`config.mk`:
```
export PLATFORM = sky130hd
export DESIGN_NAME = ser_uart_flat
export DESIGN_NICKNAME = d
export VERILOG_FILES = /design/src/rtl/ser_uart_pkg.sv /design/src/rtl/ser_uart_if.sv /design/src/rtl/ser_uart_baudcnt.sv /design/src/rtl/ser_uart.sv /design/src/flat_wrapper.sv
export SDC_FILE = /design/constraint.sdc
export NUM_CORES = 1
export LEC_CHECK = 0
export CAP_MARGIN = 20
export CORE_MARGIN = 2
export CORE_UTILIZATION = 55
export CTS_BUF_LIST = sky130_fd_sc_hd__clkbuf_4 sky130_fd_sc_hd__clkbuf_8
export CTS_CLUSTER_DIAMETER = 100
export DETAILED_ROUTE_END_ITERATION = 10
export MAX_ROUTING_LAYER = met4
export PLACE_DENSITY_LB_ADDON = 0.12
export SLEW_MARGIN = 20
export SYNTH_ARGS = -nofsm -noshare
export SYNTH_HDL_FRONTEND = slang
export SYNTH_HIERARCHICAL = 1
export SYNTH_SLANG_ARGS = --single-unit
```
`constraint.sdc`:
```
create_clock -name clk -period 4.15 [get_ports clk]
set_input_delay 0.415 -clock clk [delete_from_list [all_inputs] [get_ports clk]]
set_output_delay 0.415 -clock clk [all_outputs]
set_load 0.05 [all_outputs]
```
`src/rtl/ser_uart_pkg.sv`:
```
// ser_uart_pkg: shared FSM state types and frame constants for the 8N1 UART.
package ser_uart_pkg;

    localparam int DATA_BITS = 8;

    typedef enum logic [1:0] {TX_IDLE, TX_START, TX_DATA, TX_STOP} tx_state_t;
    typedef enum logic [2:0] {RX_IDLE, RX_START, RX_DATA, RX_STOP, RX_WAIT_HI} rx_state_t;

endpackage

```
`src/rtl/ser_uart_if.sv`:
```
// ser_uart_if: byte-level handshake between the UART (slave) and its user (master).
interface ser_uart_if;
    import ser_uart_pkg::*;

    logic [DATA_BITS-1:0] tx_data;
    logic                 tx_vld;
    logic                 tx_rdy;
    logic [DATA_BITS-1:0] rx_data;
    logic                 rx_vld;
    logic                 rx_rdy;
    logic                 rx_frm_err;
    logic                 rx_ovf;
    logic                 err_clr;

    modport master (
        output tx_data, tx_vld, rx_rdy, err_clr,
        input  tx_rdy, rx_data, rx_vld, rx_frm_err, rx_ovf
    );

    modport slave (
        input  tx_data, tx_vld, rx_rdy, err_clr,
        output tx_rdy, rx_data, rx_vld, rx_frm_err, rx_ovf
    );

endinterface

```
`src/rtl/ser_uart_baudcnt.sv`:
```
// ser_uart_baudcnt: loadable 16-bit down-counter; tick is high while the count is zero.
module ser_uart_baudcnt (
    input  logic        clk,
    input  logic        rstn,
    input  logic        load,
    input  logic [15:0] val,
    output logic        tick
);

    logic [15:0] cnt;

    always_ff @(posedge clk or negedge rstn)
        if (!rstn)
            cnt <= '0;
        else if (load)
            cnt <= val;
        else if (cnt != '0)
            cnt <= cnt - 16'd1;

    assign tick = cnt == '0;

endmodule

```
`src/rtl/ser_uart.sv`:
```
// ser_uart: full-duplex 8N1 UART with valid/ready byte interfaces and sticky RX error flags.
module ser_uart
    import ser_uart_pkg::*;
#(
    parameter int CLKS_PER_BIT = 217
) (
    input  logic clk,
    input  logic rstn,
    input  logic ser_rx,
    output logic ser_tx,
    ser_uart_if.slave bus
);

    localparam logic [15:0] BIT_LD  = 16'(CLKS_PER_BIT - 1);
    localparam logic [15:0] HALF_LD = 16'(CLKS_PER_BIT / 2 - 1);
    localparam logic [2:0]  LAST    = 3'(DATA_BITS - 1);

    tx_state_t            tx_st;
    logic [DATA_BITS-1:0] tx_sh;
    logic [2:0]           tx_idx;
    logic                 tx_tick;
    logic                 tx_load;

    // Every active state reloads on its tick, so the counter only rests at zero in IDLE.
    assign tx_load = tx_st == TX_IDLE ? bus.tx_vld : tx_tick;

    ser_uart_baudcnt u_tx_cnt (
        .clk  (clk),
        .rstn (rstn),
        .load (tx_load),
        .val  (BIT_LD),
        .tick (tx_tick)
    );

    always_ff @(posedge clk or negedge rstn)
        if (!rstn) begin
            tx_st      <= TX_IDLE;
            tx_sh      <= '0;
            tx_idx     <= '0;
            ser_tx     <= 1'b1;
            bus.tx_rdy <= 1'b1;
        end else begin
            case (tx_st)
                TX_IDLE:
                    if (bus.tx_vld) begin
                        tx_st      <= TX_START;
                        tx_sh      <= bus.tx_data;
                        ser_tx     <= 1'b0;
                        bus.tx_rdy <= 1'b0;
                    end
                TX_START:
                    if (tx_tick) begin
                        tx_st  <= TX_DATA;
                        ser_tx <= tx_sh[0];
                        tx_sh  <= tx_sh >> 1;
                    end
                TX_DATA:
                    if (tx_tick) begin
                        tx_idx <= tx_idx + 3'd1;
                        if (tx_idx == LAST) begin
                            tx_st  <= TX_STOP;
                            ser_tx <= 1'b1;
                        end else begin
                            ser_tx <= tx_sh[0];
                            tx_sh  <= tx_sh >> 1;
                        end
                    end
                TX_STOP:
                    if (tx_tick) begin
                        tx_st      <= TX_IDLE;
                        bus.tx_rdy <= 1'b1;
                    end
                default: tx_st <= TX_IDLE;
            endcase
        end

    logic [1:0]           sync;
    logic                 rx_s;
    rx_state_t            rx_st;
    logic [DATA_BITS-1:0] rx_sh;
    logic [2:0]           rx_idx;
    logic                 rx_tick;
    logic                 rx_load;
    logic [15:0]          rx_val;
    logic                 deliver;
    logic                 frm_set;
    logic                 consume;
    logic                 ovf_set;

    always_ff @(posedge clk or negedge rstn)
        if (!rstn)
            sync <= 2'b11;
        else
            sync <= {sync[0], ser_rx};

    assign rx_s    = sync[1];
    // Start edge arms a half-bit delay so later samples land mid-bit.
    assign rx_load = (rx_st == RX_IDLE && !rx_s) || (rx_tick && (rx_st == RX_START || rx_st == RX_DATA));
    assign rx_val  = rx_st == RX_IDLE ? HALF_LD : BIT_LD;
    assign deliver = rx_st == RX_STOP && rx_tick && rx_s;
    assign frm_set = rx_st == RX_STOP && rx_tick && !rx_s;
    assign consume = bus.rx_vld && bus.rx_rdy;
    assign ovf_set = deliver && bus.rx_vld && !consume;

    ser_uart_baudcnt u_rx_cnt (
        .clk  (clk),
        .rstn (rstn),
        .load (rx_load),
        .val  (rx_val),
        .tick (rx_tick)
    );

    always_ff @(posedge clk or negedge rstn)
        if (!rstn) begin
            rx_st          <= RX_IDLE;
            rx_sh          <= '0;
            rx_idx         <= '0;
            bus.rx_data    <= '0;
            bus.rx_vld     <= 1'b0;
            bus.rx_frm_err <= 1'b0;
            bus.rx_ovf     <= 1'b0;
        end else begin
            case (rx_st)
                RX_IDLE:
                    if (!rx_s)
                        rx_st <= RX_START;
                RX_START:
                    if (rx_tick)
                        rx_st <= rx_s ? RX_IDLE : RX_DATA;
                RX_DATA:
                    if (rx_tick) begin
                        rx_sh  <= {rx_s, rx_sh[DATA_BITS-1:1]};
                        rx_idx <= rx_idx + 3'd1;
                        if (rx_idx == LAST)
                            rx_st <= RX_STOP;
                    end
                RX_STOP:
                    if (rx_tick)
                        rx_st <= rx_s ? RX_IDLE : RX_WAIT_HI;
                RX_WAIT_HI:
                    if (rx_s)
                        rx_st <= RX_IDLE;
                default: rx_st <= RX_IDLE;
            endcase
            if (deliver && !ovf_set) begin
                bus.rx_data <= rx_sh;
                bus.rx_vld  <= 1'b1;
            end else if (consume) begin
                bus.rx_vld <= 1'b0;
            end
            bus.rx_frm_err <= frm_set || (bus.rx_frm_err && !bus.err_clr);
            bus.rx_ovf     <= ovf_set || (bus.rx_ovf && !bus.err_clr);
        end

endmodule

```
`src/flat_wrapper.sv`:
```
// flat-port wrapper written by rule: the top's interface ports become plain ports
module ser_uart_flat import ser_uart_pkg::*;
#(
    parameter int CLKS_PER_BIT = 217
)
  (clk, rstn, ser_rx, ser_tx, bus_tx_data, bus_tx_vld, bus_rx_rdy, bus_err_clr, bus_tx_rdy, bus_rx_data, bus_rx_vld, bus_rx_frm_err, bus_rx_ovf);
  ser_uart_if bus_i ();
  input  logic clk;
  input  logic rstn;
  input  logic ser_rx;
  output logic ser_tx;
  input wire logic [$bits(bus_i.tx_data)-1:0] bus_tx_data;
  input wire logic [$bits(bus_i.tx_vld)-1:0] bus_tx_vld;
  input wire logic [$bits(bus_i.rx_rdy)-1:0] bus_rx_rdy;
  input wire logic [$bits(bus_i.err_clr)-1:0] bus_err_clr;
  output wire logic [$bits(bus_i.tx_rdy)-1:0] bus_tx_rdy;
  output wire logic [$bits(bus_i.rx_data)-1:0] bus_rx_data;
  output wire logic [$bits(bus_i.rx_vld)-1:0] bus_rx_vld;
  output wire logic [$bits(bus_i.rx_frm_err)-1:0] bus_rx_frm_err;
  output wire logic [$bits(bus_i.rx_ovf)-1:0] bus_rx_ovf;
  assign bus_i.tx_data = bus_tx_data;
  assign bus_i.tx_vld = bus_tx_vld;
  assign bus_i.rx_rdy = bus_rx_rdy;
  assign bus_i.err_clr = bus_err_clr;
  assign bus_tx_rdy = bus_i.tx_rdy;
  assign bus_rx_data = bus_i.rx_data;
  assign bus_rx_vld = bus_i.rx_vld;
  assign bus_rx_frm_err = bus_i.rx_frm_err;
  assign bus_rx_ovf = bus_i.rx_ovf;
  ser_uart #(.CLKS_PER_BIT(CLKS_PER_BIT)) u_core (.clk(clk), .rstn(rstn), .ser_rx(ser_rx), .ser_tx(ser_tx), .bus(bus_i));
endmodule
```
* Word level (Yosys, flattened, before mapping)
Index checks and enable logic that the tools add are counted.
Word-level totals: flip-flop bits (word level) 74, bits in latches 0, RAM bits 0, ROM bits 0, input bits 14, output and inout bits 13, word-level logic and storage cells 112, memories kept 0
Cells by class: add/sub/neg operators 4, multiply operators 0, div/mod/pow operators 0, $lt $le $gt $ge 0, eq/ne operators 21, shift operators 0, multiplexer cells 35, bitwise gates (word level) 0, reductions and logical operators 37
Operators by type and width (count):
- $mux 16 | 4
- $mux 8 | 5
- $logic_not 16->1 | 2
- $reduce_bool 16->1 | 2
- $sub 16x1->16 const B | 2
- $pmux 8 s3 | 1
- $mux 3 | 7
- $ne 2x1->1 const B | 8
- $pmux 3 s5 | 1
- $mux 2 | 6
- $logic_and 1x1->1 | 11
- $reduce_and 5->1 | 2
- $eq 3x3->1 const B | 3
- $mux 1 | 8
- $ne 2x2->1 const B | 4
- $pmux 2 s4 | 1
- $reduce_bool 2->1 | 4
- $add 3x1->3 const B | 2
- $eq 3x2->1 const B | 2
- $reduce_and 6->1 | 1
- $eq 2x2->1 const B | 2
- $logic_not 1->1 | 4
- $logic_or 1x1->1 | 4
- $reduce_and 2->1 | 2
- 9 further kinds | 9

* Depth between registers and ports, before layout
Gate-level depths: netlist (run 1).
depth after elaboration 8, mapped depth 11

* Hierarchy
Netlist (run 1), hierarchy kept.
Modules (own cells, without submodules):
- ser_uart_baudcnt | times used 2, cells an instance 104, area each 1006.0 um^2, seq. area each 400.4 um^2
- ser_uart | times used 1, cells an instance 148, area each 1953.1 um^2, seq. area each 1056.0 um^2

* Worst setup path before layout (run 1)
OpenSTA, ideal clock, no wires.
path type flip-flop to flip-flop, start reg u_core.u_rx_cnt.cnt[0], end reg u_core.u_rx_cnt.cnt[6], library setup time 142 ps, arrival time 2780 ps, data required time 4008 ps, path slack 1228 ps, stages on the path, launching flop included 11, period minus slack after synthesis 2922 ps, cells stage by stage dfrtp_1 > inv_1 > ha_1 > nor3b_4 > nand3_2 > nor2_1 > a211oi_1 > a211oi_1 > clkbuf_1 > clkbuf_1 > o221ai_1
Between the ends: cells in the longest elaborated chain, start to end 4, elaborated cells on any way between the ends 8, those cells by class add/sub (1); mux (2); reduce/logical (5)
Ends and longest elaborated chain:
- from (decl) | line ser_uart_baudcnt.sv:10 | logic [15:0] cnt;
- from (signal assigned) | line ser_uart_baudcnt.sv:16 | cnt <= val;
- from (signal assigned) | line ser_uart_baudcnt.sv:18 | cnt <= cnt - 16'd1;
- $logic_not 16->1 * | line ser_uart_baudcnt.sv:20 | assign tick = cnt == '0;
- net u_core.rx_tick | line ser_uart.sv:82 | logic rx_tick;
- $logic_and 1x1->1 * | line ser_uart.sv:98 | assign rx_load = (rx_st == RX_IDLE && !rx_s) || (rx_tick && (rx_st == RX_START || rx_st == RX_DATA));
- $logic_or 1x1->1 * | line ser_uart.sv:98
- net u_core.rx_load | line ser_uart.sv:83 | logic rx_load;
- $mux 16 or $reduce_bool 2->1 (tied branches)
The timed path passes the listed nets; every way through them passes the cells marked *. The select of a mux whose other input is x is not followed. A chain may end at the register's enable or synchronous reset.

* Worst setup path after layout (run 1)
start reg u_core.u_rx_cnt.cnt[0], end reg u_core.u_rx_cnt.cnt[8]
The elaborated chain is that of the path after synthesis.

==> qor.yml, run 1 <==
status:
  outcome: "completed"
synthesis:
  ys_async_sr_fraction_pct: 100.0
  synth_top_area_cell: "dfrtp_1"
  ys.flop_type: "dfrtp_1"
  syn_area_um2: 3965
  synth_warnings: 6
  synth-edff-count: 0
  yosysUniqueCellTypes: 51
  ys_seq_area_share_pct: 46.83
  syn_inst: 356
  synth_top_cell_area_share_pct: 44.18
  synth_area_leaders: "dfrtp_1 44%, mux2_2 10%, xnor2_1 3.8%, ha_1 3.5%, nand2b_1 3.2%"
  syn_area_per_cell_um2: 11.14
  ys_seq_elements: 74
drt:
  drt-total-wl_um: 6855
  vias: 2729
  via_per_inst: 5.330
  drc: 0
  first_pass_iters: 4
  drt_iter0_drc: 125
  final_antenna_net_count: 0
  routedWlPerCell_um: 13.39
finish:
  drive_above_1_share_pct: 19.95
  final_util_pct: 67.65
  final_common_cell: "dfrtp_1"
  seq_area_um2: 1857
  num-fill-cells: 516
  n_antenna_cell: 0
  multi_input_area_um2: 2110
  fin_nets: 436
  syn2layout_area_growth_pct: 17.20
  layout.cells.non_filler: 512
  mostFrequentLayoutCells: "70 x dfrtp_1, 36 x mux2_2, 29 x nand2_1"
timing:
  final.period_utilization_pct: 76.89
  drv_slew: 0
  tightest_slew_ns: 0.9290
  rsz0062_at_grt: "false"
  setup_viol: 0
  setup-tns-final_ns: 0
  hold_viol: 0
  period_minus_slack_ns: 3.191
  slew_headroom_pct: 38.07
  clock_skew_ns: 0.01327
  max_freq_ghz: 0.3134
worst_setup_path:
  path_class: "flip-flop to flip-flop"
  regToRegStartpoint: "u_core/u_rx_cnt/cnt[0]$_DFFE_PN0P_"
  startpoint: "u_core/u_rx_cnt/cnt[0]$_DFFE_PN0P_"
  ff2ff_setup_slack_ns: 0.96
  critPathCaptureType: "flip-flop"
  crit_fanout: 21
  startpoint_type: "flip-flop"
  worstReg2RegEnd: "u_core/u_rx_cnt/cnt[8]$_DFFE_PN0P_"
  worst_r2r_path_depth: 9
  cp_data_arrival_time_ns: 3.47
  required_ns: 4.43
power_and_ir_drop:
  p_leak_nw: 2.006
  ir_drop_mv: 0.3921
  powerDensity_nw_per_um2: 554.5
global_routing:
  grt_pass1_vias: 2611
  antenna_found_initial: 0
  grt_max_degree: 75
  grt_use_total_pct: 20.04
  grt-ovfl-total: 0
  grt_pass1_wl_um: 11940
placement:
  place_inst: 496
  gp_congestion: 0.8033
  numPortBuffers: 26
  hpwl_um: 4752
clock_tree:
  cts_buffers: 9
  cts_tree: "built"
  htreeDepth: 3
  cts_setup_buffers: 0
  root_buffer: "clkbuf_8"
  cts_resized: 0
  clkLatencyLatePin_ns: 0.35
  clockBufferDepth: 2
  hold_buffers: 0
  clk_pin_slew_ns: 0.09
  cts_sinks: 74
die:
  die_w_um: 88.91
  io_pins: 27
  start_util_pct: 57.72
  core_um2: 6869
  rows: 30
  die_area_um2: 7904
  die_h_um: 88.91
run:
  max_cap_violations: 0
worst_hold_path:
  hold_path_class: "primary input to async pin"
[registers in the layout (all words and copies together), names as in the netlist]
| signal | flops |
|---|---|
| u_core/bus.rx_data | 8 |
| u_core/bus.rx_frm_err | 1 |
| u_core/bus.rx_ovf | 1 |
| u_core/bus.rx_vld | 1 |
| u_core/bus.tx_rdy | 1 |
| u_core/rx_idx | 3 |
| u_core/rx_sh | 8 |
| u_core/rx_st | 3 |
| u_core/ser_tx | 1 |
| u_core/sync | 2 |
| u_core/tx_idx | 3 |
| u_core/tx_sh | 8 |
| u_core/tx_st | 2 |
| u_core/u_rx_cnt/cnt | 16 |
| u_core/u_tx_cnt/cnt | 16 |
[synth_stat cells, drive strengths merged (3+ instances only)]
master	n
a221o	4
o31ai	3
o211a	12
dfstp	4
nand2b	20
mux2	36
nand2	30
nand3	8
nor3	9
a211oi	3
ha	11
o31a	4
buf	6
clkbuf	8
xnor2	17
o21ai	13
mux2i	3
nand4	4
nor2	15
a21oi	11
or3	3
inv	12
nor2b	8
nor4	8
nand4b	4
dfrtp	70
nor3b	3
[routing by layer]
metal | GRT usage [%] | vias to the layer above | part of all wire [%]
met5 | - | - | 0
met1 | 25.26 | 1313 | 47
met2 | 31.68 | 39 | 48
li1 | - | 1367 | -
met4 | 7.163 | 0 | 1.5
met3 | 4.894 | 10 | 3.4
[logic make-up (layout without fill, tap and decap cells)]
| group | after synthesis | count (layout) | share of synthesized area (%) |
|---|---|---|---|
| DFF | 74 | 74 | 46.83 |
| other | 2 | 27 | 0.1894 |
| xor gates and xnor gates | 18 | 18 | 3.976 |
| and+or+nand+nor | 122 | 122 | 19.34 |
| buffers and inverters | 26 | 61 | 2.745 |
| muxes | 39 | 39 | 10.98 |
| AOI/OAI and AO/OA | 64 | 64 | 12.46 |
| adders and majority gates | 11 | 11 | 3.471 |
[metrics by stage]
| stage | cell area (µm²) | power, W | hold WS, ns | setup WS, ns |
|---|---|---|---|---|
| floorplan | 4059 | 0.001824 | 0.1194 | 1.228 |
| global placement | 4442 | 0.001987 | 0.3480 | 1.125 |
| detailed placement | 4442 | 0.002019 | 0.3572 | 1.001 |
| CTS | 4647 | 0.002611 | 0.2345 | 0.9886 |
| global route | 4647 | 0.002758 | 0.2948 | 0.6565 |
| finish | 4647 | 0.002577 | 0.1794 | 0.9592 |
[where the power goes]
part | internal [W] | switching, W | leakage [nW]
combinational | 0.000476 | 0.000413 | 0.985
clock | 0.000288 | 0.000289 | 0.102
sequential | 0.000913 | 0.000197 | 0.919
[worst max-delay path, stage by stage, from the launching register on]
cell	delay, ns
dfrtp_1	0.43
inv_1	0.10
ha_1	0.18
nor3b_4	0.41
nand3_2	0.21
nor2_1	0.38
a211oi_1	0.19
a211oi_4	0.69
or3_1	0.35
o211a_1	0.19
[final cells by class]
cell class | count | share of cell area, %
flip-flops and latches | 74 | 39.96
repair buffers | 33 | 6.677
multi-input cells | 281 | 45.40
well taps | 96 | 2.585
inverters | 12 | 0.9693
clock buffers | 9 | 2.666
clock inverters | 7 | 1.750
[worst max path at each step]
stage,endpoint,cells past startpoint
5_1_grt,u_core/u_rx_cnt/cnt[5]$_DFFE_PN0P_,9
4_1_cts,u_core/u_rx_cnt/cnt[8]$_DFFE_PN0P_,9
6_report,u_core/u_rx_cnt/cnt[8]$_DFFE_PN0P_,9
2_1_floorplan,u_core/u_rx_cnt/cnt[6]$_DFFE_PN0P_,10
3_3_place_gp,u_core/u_rx_cnt/cnt[13]$_DFFE_PN0P_,9
3_5_place_dp,u_core/u_rx_cnt/cnt[8]$_DFFE_PN0P_,9
(Power assumes the default switching activity.)
==> run 2, diff against run 1 <==
- clock period: 4.15 -> 3.2 ns (I/O delays scaled with it)
==> run 2 against run 1 <==
  * Sequential share of layout area decreased by 0.34 points
  * Sequential cell count unchanged
  * Count of clock-buffer cells in the layout unchanged
  * First-iteration DRC count decreased by 18%
  * Fmax increased by 21%
  * Via count increased by 2.2%
  * Utilization increased by 0.58 points
  * Critical endpoint is now u_core/u_rx_cnt/cnt[13]$_DFFE_PN0P_
  * Final cell count increased by 0.98%
  * Global-route usage increased by 0.79 points
  * Highest routed layer unchanged
  * Critical path depth increased by 1
  * Final area increased by 0.86%
  * Combinational power increased by 33%
==> qor.yml, run 2 (synthesis gave the netlist of run 1 again) <==
drt:
  drt_iter0_drc: 102  # -18%
  first_pass_iters: 4  # unchanged
  drt-total-wl_um: 7010  # +2.3%
  final_antenna_net_count: 0  # unchanged
  drc: 0  # unchanged
  routedWlPerCell_um: 13.56  # +1.3%
  vias: 2790  # +2.2%
  via_per_inst: 5.397  # +1.2%
timing:
  final.period_utilization_pct: 82.12  # +5.2 points
  drv_slew: 0  # unchanged
  setup_viol: 0  # unchanged
  period_minus_slack_ns: 2.628  # -0.5630 ns
  hold_viol: 0  # unchanged
  setup-tns-final_ns: 0  # unchanged
  clock_skew_ns: 0.01218  # -0.001090 ns
  max_freq_ghz: 0.3805  # +21%
  slew_headroom_pct: 38.27  # +0.21 points
  tightest_slew_ns: 0.9259  # -0.003079 ns
  rsz0062_at_grt: "false"
worst_setup_path:
  endpoint: "u_core/u_rx_cnt/cnt[13]$_DFFE_PN0P_"
  required_ns: 3.44  # -0.99 ns
  crit_fanout: 28  # +33%
  cp_data_arrival_time_ns: 2.87  # -0.60 ns
  critPathCaptureType: "flip-flop"
  startpoint_type: "flip-flop"
  ff2ff_setup_slack_ns: 0.57  # -0.39 ns
  startpoint: "u_core/u_rx_cnt/cnt[0]$_DFFE_PN0P_"
  worst_r2r_path_depth: 10  # +1
  regToRegStartpoint: "u_core/u_rx_cnt/cnt[0]$_DFFE_PN0P_"
  worstReg2RegEnd: "u_core/u_rx_cnt/cnt[13]$_DFFE_PN0P_"
  path_class: "flip-flop to flip-flop"
placement:
  hpwl_um: 4780  # +0.59%
  numPortBuffers: 26  # unchanged
  place_inst: 501  # +1.0%
  gp_congestion: 0.8019  # -0.17%
clock_tree:
  hold_buffers: 0  # unchanged
  cts_tree: "built"
  cts_setup_buffers: 0  # unchanged
  clkLatencyLatePin_ns: 0.35  # about the same
  htreeDepth: 3  # unchanged
  cts_resized: 0  # unchanged
  clockBufferDepth: 2  # unchanged
  cts_buffers: 9  # unchanged
  clk_pin_slew_ns: 0.08  # about the same
  root_buffer: "clkbuf_8"
  cts_sinks: 74  # unchanged
power_and_ir_drop:
  p_sw_w: 0.001197  # +33%
  combinationalPowerShare_pct: 35.0  # +0.5 points
  power_frac_seq_pct: 42.5  # -0.6 points
  p_leak_nw: 2.034  # +1.4%
  p_sw_share_pct: 35.31  # +0.43 points
  p_int_w: 0.002193  # +31%
  clkPwrFrac_pct: 22.5  # about the same
  powerDensity_nw_per_um2: 723.1  # +30%
  ir_drop_mv: 0.5167  # +32%
die:
  die_h_um: 88.91  # unchanged
  io_pins: 27  # unchanged
  rows: 30  # unchanged
  start_util_pct: 57.72  # unchanged
  die_w_um: 88.91  # unchanged
  die_area_um2: 7904  # unchanged
  core_um2: 6869  # unchanged
finish:
  n_antenna_cell: 0  # unchanged
  drive_above_1_share_pct: 20.90  # +0.95 points
  final_common_cell: "dfrtp_1"
  fin_nets: 441  # +1.1%
  layout.cells.non_filler: 517  # +0.98%
  mostFrequentLayoutCells: "70 x dfrtp_1, 36 x mux2_2, 29 x nand2_1"
  final_util_pct: 68.23  # +0.58 points
  syn2layout_area_growth_pct: 18.21
  largestRegisters: "u_core/u_rx_cnt/cnt (16), u_core/u_tx_cnt/cnt (16)"
global_routing:
  antenna_found_initial: 0  # unchanged
  grt_pass1_vias: 2744  # +5.1%
  grt-ovfl-total: 0  # unchanged
  grt_max_degree: 75  # unchanged
  grt_pass1_wl_um: 12480  # +4.6%
  grt_use_total_pct: 20.84  # +0.79 points
status:
  outcome: "completed"
run:
  max_cap_violations: 0  # unchanged
worst_hold_path:
  hold_path_class: "primary input to async pin"
-- run 2: how the worst min path moves through the flow --
stage                                   from                                  end  slack, ns  cells past startpoint
global route                            rstn  u_core/u_rx_cnt/cnt[10]$_DFFE_PN0P_       0.19                      1
detailed placement  u_core/sync[0]$_DFF_PN1_             u_core/sync[1]$_DFF_PN1_       0.36                      0
CTS                                     rstn  u_core/u_tx_cnt/cnt[15]$_DFFE_PN0P_       0.14                      1
global placement    u_core/sync[0]$_DFF_PN1_             u_core/sync[1]$_DFF_PN1_       0.35                      0
finish                                  rstn  u_core/u_rx_cnt/cnt[10]$_DFFE_PN0P_       0.08                      1
floorplan                               rstn    u_core/bus.rx_data[0]$_DFFE_PN0P_       0.02                      0
-- run 2: power groups by stage --
stage	Clock [W]	Sequential, W	Combinational [W]
after global placement	0	0.00145	0.00115
final	0.000764	0.00144	0.00118
after detailed placement	0	0.00146	0.00119
after global routing	0.000825	0.00148	0.00133
after CTS	0.000790	0.00144	0.00120
after floorplan	0	0.00142	0.000942
-- run 2: layout make-up --
cell class	count	area, µm²
clock buffer	9	123.9
fill	532	2182
timing repair buffer	38	347.8
sequential	74	1857
multi-input combinational	281	2110
clock inverter	7	83.83
inverter	12	45.04
tap	96	120.1
-- run 2: worst max-delay path, stage by stage (launching register included) --
cell and delay [ns]:
dfrtp_1 0.42, inv_1 0.09, ha_1 0.23, nor3b_4 0.16, nand3_2 0.12, nor2_1 0.08, a211oi_1 0.43, a211oi_4 0.08
buf_4 0.23, or3_1 0.50, o211a_1 0.18
-- run 2: per-stage QoR --
stage,area [µm²],worst slack (ns),total power [W],hold slack [ns]
finish,4687,0.5721,0.003389,0.08199
global route,4687,0.3682,0.003627,0.1941
CTS,4687,0.5647,0.003432,0.1384
detailed placement,4479,0.5871,0.002644,0.3583
global placement,4479,0.7242,0.002600,0.3471
floorplan,4059,0.2784,0.002366,0.02441
-- run 2: per-layer routing --
metal | track usage [%] | up-vias | part of all wire, %
met2 | 32.23 | 50 | 49
met5 | - | - | 0
met1 | 26.75 | 1350 | 46
li1 | - | 1381 | -
met3 | 5.171 | 9 | 4.1
met4 | 7.576 | 0 | 1.5
==> run 3, diff against run 2 <==
- clock period: 3.2 -> 2.3 ns (I/O delays scaled with it)
==> run 3 against run 2 <==
  * Global-route usage increased by 0.81 points
  * Combinational power grew 48%
  * Sequential cell count stayed put
  * Final cell count grew 3.9%
  * Critical path type unchanged
  * Register-to-register slack got worse by 0.46 ns
==> qor.yml, run 3 (synthesis gave the netlist of run 1 again) <==
status:
  outcome: "completed"
power_and_ir_drop:
  p_leak_nw: 2.111  # +3.8%
  ir_drop_mv: 0.9349  # +81%
  design_power_total_w: 0.004652  # +37%
  powerDensity_nw_per_um2: 954.8  # +32%
worst_setup_path:
  crit_family: "simple AND/OR/NAND/NOR gates"
  cp_num_buf_inv: 2  # unchanged
  crit_fanout: 7  # -75%
  crit_chain: "inv_2 > ha_4 > nor3b_4 > nand3_2 > nor2_4 > nand2b_1 > a211oi_4 > buf_6 > nor2b_1 > a221o_1"
  path_class: "flip-flop to flip-flop"
  critical_path.slowest_cell: "dfrtp_1"
  cp_data_arrival_time_ns: 2.42  # -0.45 ns
  slowest_delay_ns: 0.39  # -0.11 ns
  critPathCaptureType: "flip-flop"
  required_ns: 2.53  # -0.91 ns
  startpoint_type: "flip-flop"
clock_tree:
  cts_sinks: 74  # unchanged
  clk_pin_slew_ns: 0.08  # about the same
  root_buffer: "clkbuf_8"
  clkLatencyLatePin_ns: 0.35  # about the same
  htreeDepth: 3  # unchanged
  clockBufferDepth: 2  # unchanged
  cts_tree: "built"
  cts_buffers: 9  # unchanged
global_routing:
  met2_usage_pct: 32.97  # +0.75 points
  grt-ovfl-total: 0  # unchanged
  grt_max_degree: 45  # -40%
  grt_use_met3_pct: 5.263  # +0.092 points
  grt.busiest_layer: "met2"
  grt_use_total_pct: 21.64  # +0.81 points
  grtUsageMet1_pct: 29.10  # +2.4 points
  grt_pass1_vias: 2843  # +3.6%
  antenna_found_initial: 0  # unchanged
  grt_pass1_wl_um: 12920  # +3.5%
finish:
  mostFrequentLayoutCells: "70 x dfrtp_1, 36 x mux2_2, 29 x nand2_1"
  final_common_cell: "dfrtp_1"
  n_antenna_cell: 0  # unchanged
  final_util_pct: 70.93  # +2.7 points
  drive_above_1_share_pct: 26.30  # +5.4 points
  syn2layout_area_growth_pct: 22.88
  largestRegisters: "u_core/u_rx_cnt/cnt (16), u_core/u_tx_cnt/cnt (16)"
  fin_nets: 461  # +4.5%
run:
  max_cap_violations: 0  # unchanged
timing:
  setup-tns-final_ns: 0  # unchanged
  hold_viol: 0  # unchanged
  whs_ns: 0.2883  # +0.2063 ns
  finalWorstSetupSlack_ns: 0.1108  # -0.4613 ns
  max_freq_ghz: 0.4568  # +20%
  final.period_utilization_pct: 95.18  # +13 points
  drv_slew: 0  # unchanged
  tightest_slew_ns: 0.6899  # -0.2360 ns
  slew_headroom_pct: 53.62  # +15 points
  setup_viol: 0  # unchanged
  clock_skew_ns: 0.01651  # +0.004334 ns
  period_minus_slack_ns: 2.189  # -0.4387 ns
drt:
  drc: 0  # unchanged
  first_pass_iters: 4  # unchanged
  via_per_inst: 5.339  # -1.1%
  drt-total-wl_um: 7420  # +5.8%
  routedWlPerCell_um: 13.82  # +1.9%
  drt_iter0_drc: 163  # +60%
  final_antenna_net_count: 0  # unchanged
  vias: 2867  # +2.8%
placement:
  hpwl_um: 5088  # +6.5%
  numPortBuffers: 26  # unchanged
  gp_congestion: 0.7876  # -1.8%
  preCtsSetupSlack_ns: 0.07283  # -0.5143 ns
die:
  die_w_um: 88.91  # unchanged
  start_util_pct: 57.72  # unchanged
  io_pins: 27  # unchanged
  die_area_um2: 7904  # unchanged
  rows: 30  # unchanged
  core_um2: 6869  # unchanged
  die_h_um: 88.91  # unchanged
worst_hold_path:
  hold_path_class: "primary input to flip-flop"
run 3: changes by cell type in the layout (fill, tap and decap cells not counted), moves of 2 or more:
cell	delta
buf_4	+15
buf_6	+4
inv_1	-3
inv_2	+3
inv_6	-3
clkinvlp_4	+2
nor2_1	-2
nor2_4	+2
run 3: repair_timing:
| action | 4_1_cts | 5_1_grt |
|---|---|---|
| endpoints found under the setup margin | 0 | 44 |
| hold buffers | 1 | 0 |
| setup buffers | 0 | 6 |
| resized for setup | 0 | 16 |
| endpoints found under the hold margin | 40 | 0 |
run 3: worst paths after layout:
path	start	endpoint	slack, ns	cells after the start
setup / recovery	u_core/u_rx_cnt/cnt[1]$_DFFE_PN0P_	u_core/u_rx_cnt/cnt[14]$_DFFE_PN0P_	0.11	10
hold / removal	ser_rx	u_core/sync[0]$_DFF_PN1_	0.29	1
setup reg to reg	u_core/u_rx_cnt/cnt[1]$_DFFE_PN0P_	u_core/u_rx_cnt/cnt[14]$_DFFE_PN0P_	0.11	10
hold reg to reg	u_core/sync[0]$_DFF_PN1_	u_core/sync[1]$_DFF_PN1_	0.36	0
max in group asynchronous	rstn	u_core/sync[0]$_DFF_PN1_	1.16	3
min in group asynchronous	rstn	u_core/u_rx_cnt/cnt[9]$_DFFE_PN0P_	0.42	2
run 3: area by class of cell:
cell class	instances	area, µm²
Clock buffer	10	131.4
Clock inverter	6	45.04
Fill cell	528	1997
Inverter	12	45.04
Multi-Input combinational cell	281	2158
Sequential cell	74	1857
Tap cell	96	120.1
Timing Repair Buffer	58	515.5
run 3: metal layers:
| layer | vias to the layer above | part of all wire (%) |
|---|---|---|
| met2 | 32 | 47 |
| met3 | 5 | 2.8 |
| li1 | 1422 | - |
| met4 | 0 | 0.78 |
| met1 | 1408 | 50 |
| met5 | - | 0 |
run 3: stage by stage:
step	cell area, µm²	instances
5_1_grt	4872	537
4_1_cts	4758	530
3_3_place_gp	4572	513
3_5_place_dp	4572	513
6_report	4872	537
2_1_floorplan	4088	381
run 3: report_power, final:
group	switching, W	total [W]	internal, W
sequential	0.000350	0.00200	0.00165
clock	0.000503	0.000908	0.000405
combinational	0.000805	0.00175	0.000940
total	0.00166	0.00465	0.00299
run 3: worst reg2reg max path: stages (launching register included):
cell	delay, ns
dfrtp_1	0.39
inv_2	0.09
ha_4	0.14
nor3b_4	0.21
nand3_2	0.13
nor2_4	0.21
nand2b_1	0.12
a211oi_4	0.26
buf_6	0.17
nor2b_1	0.05
a221o_1	0.32
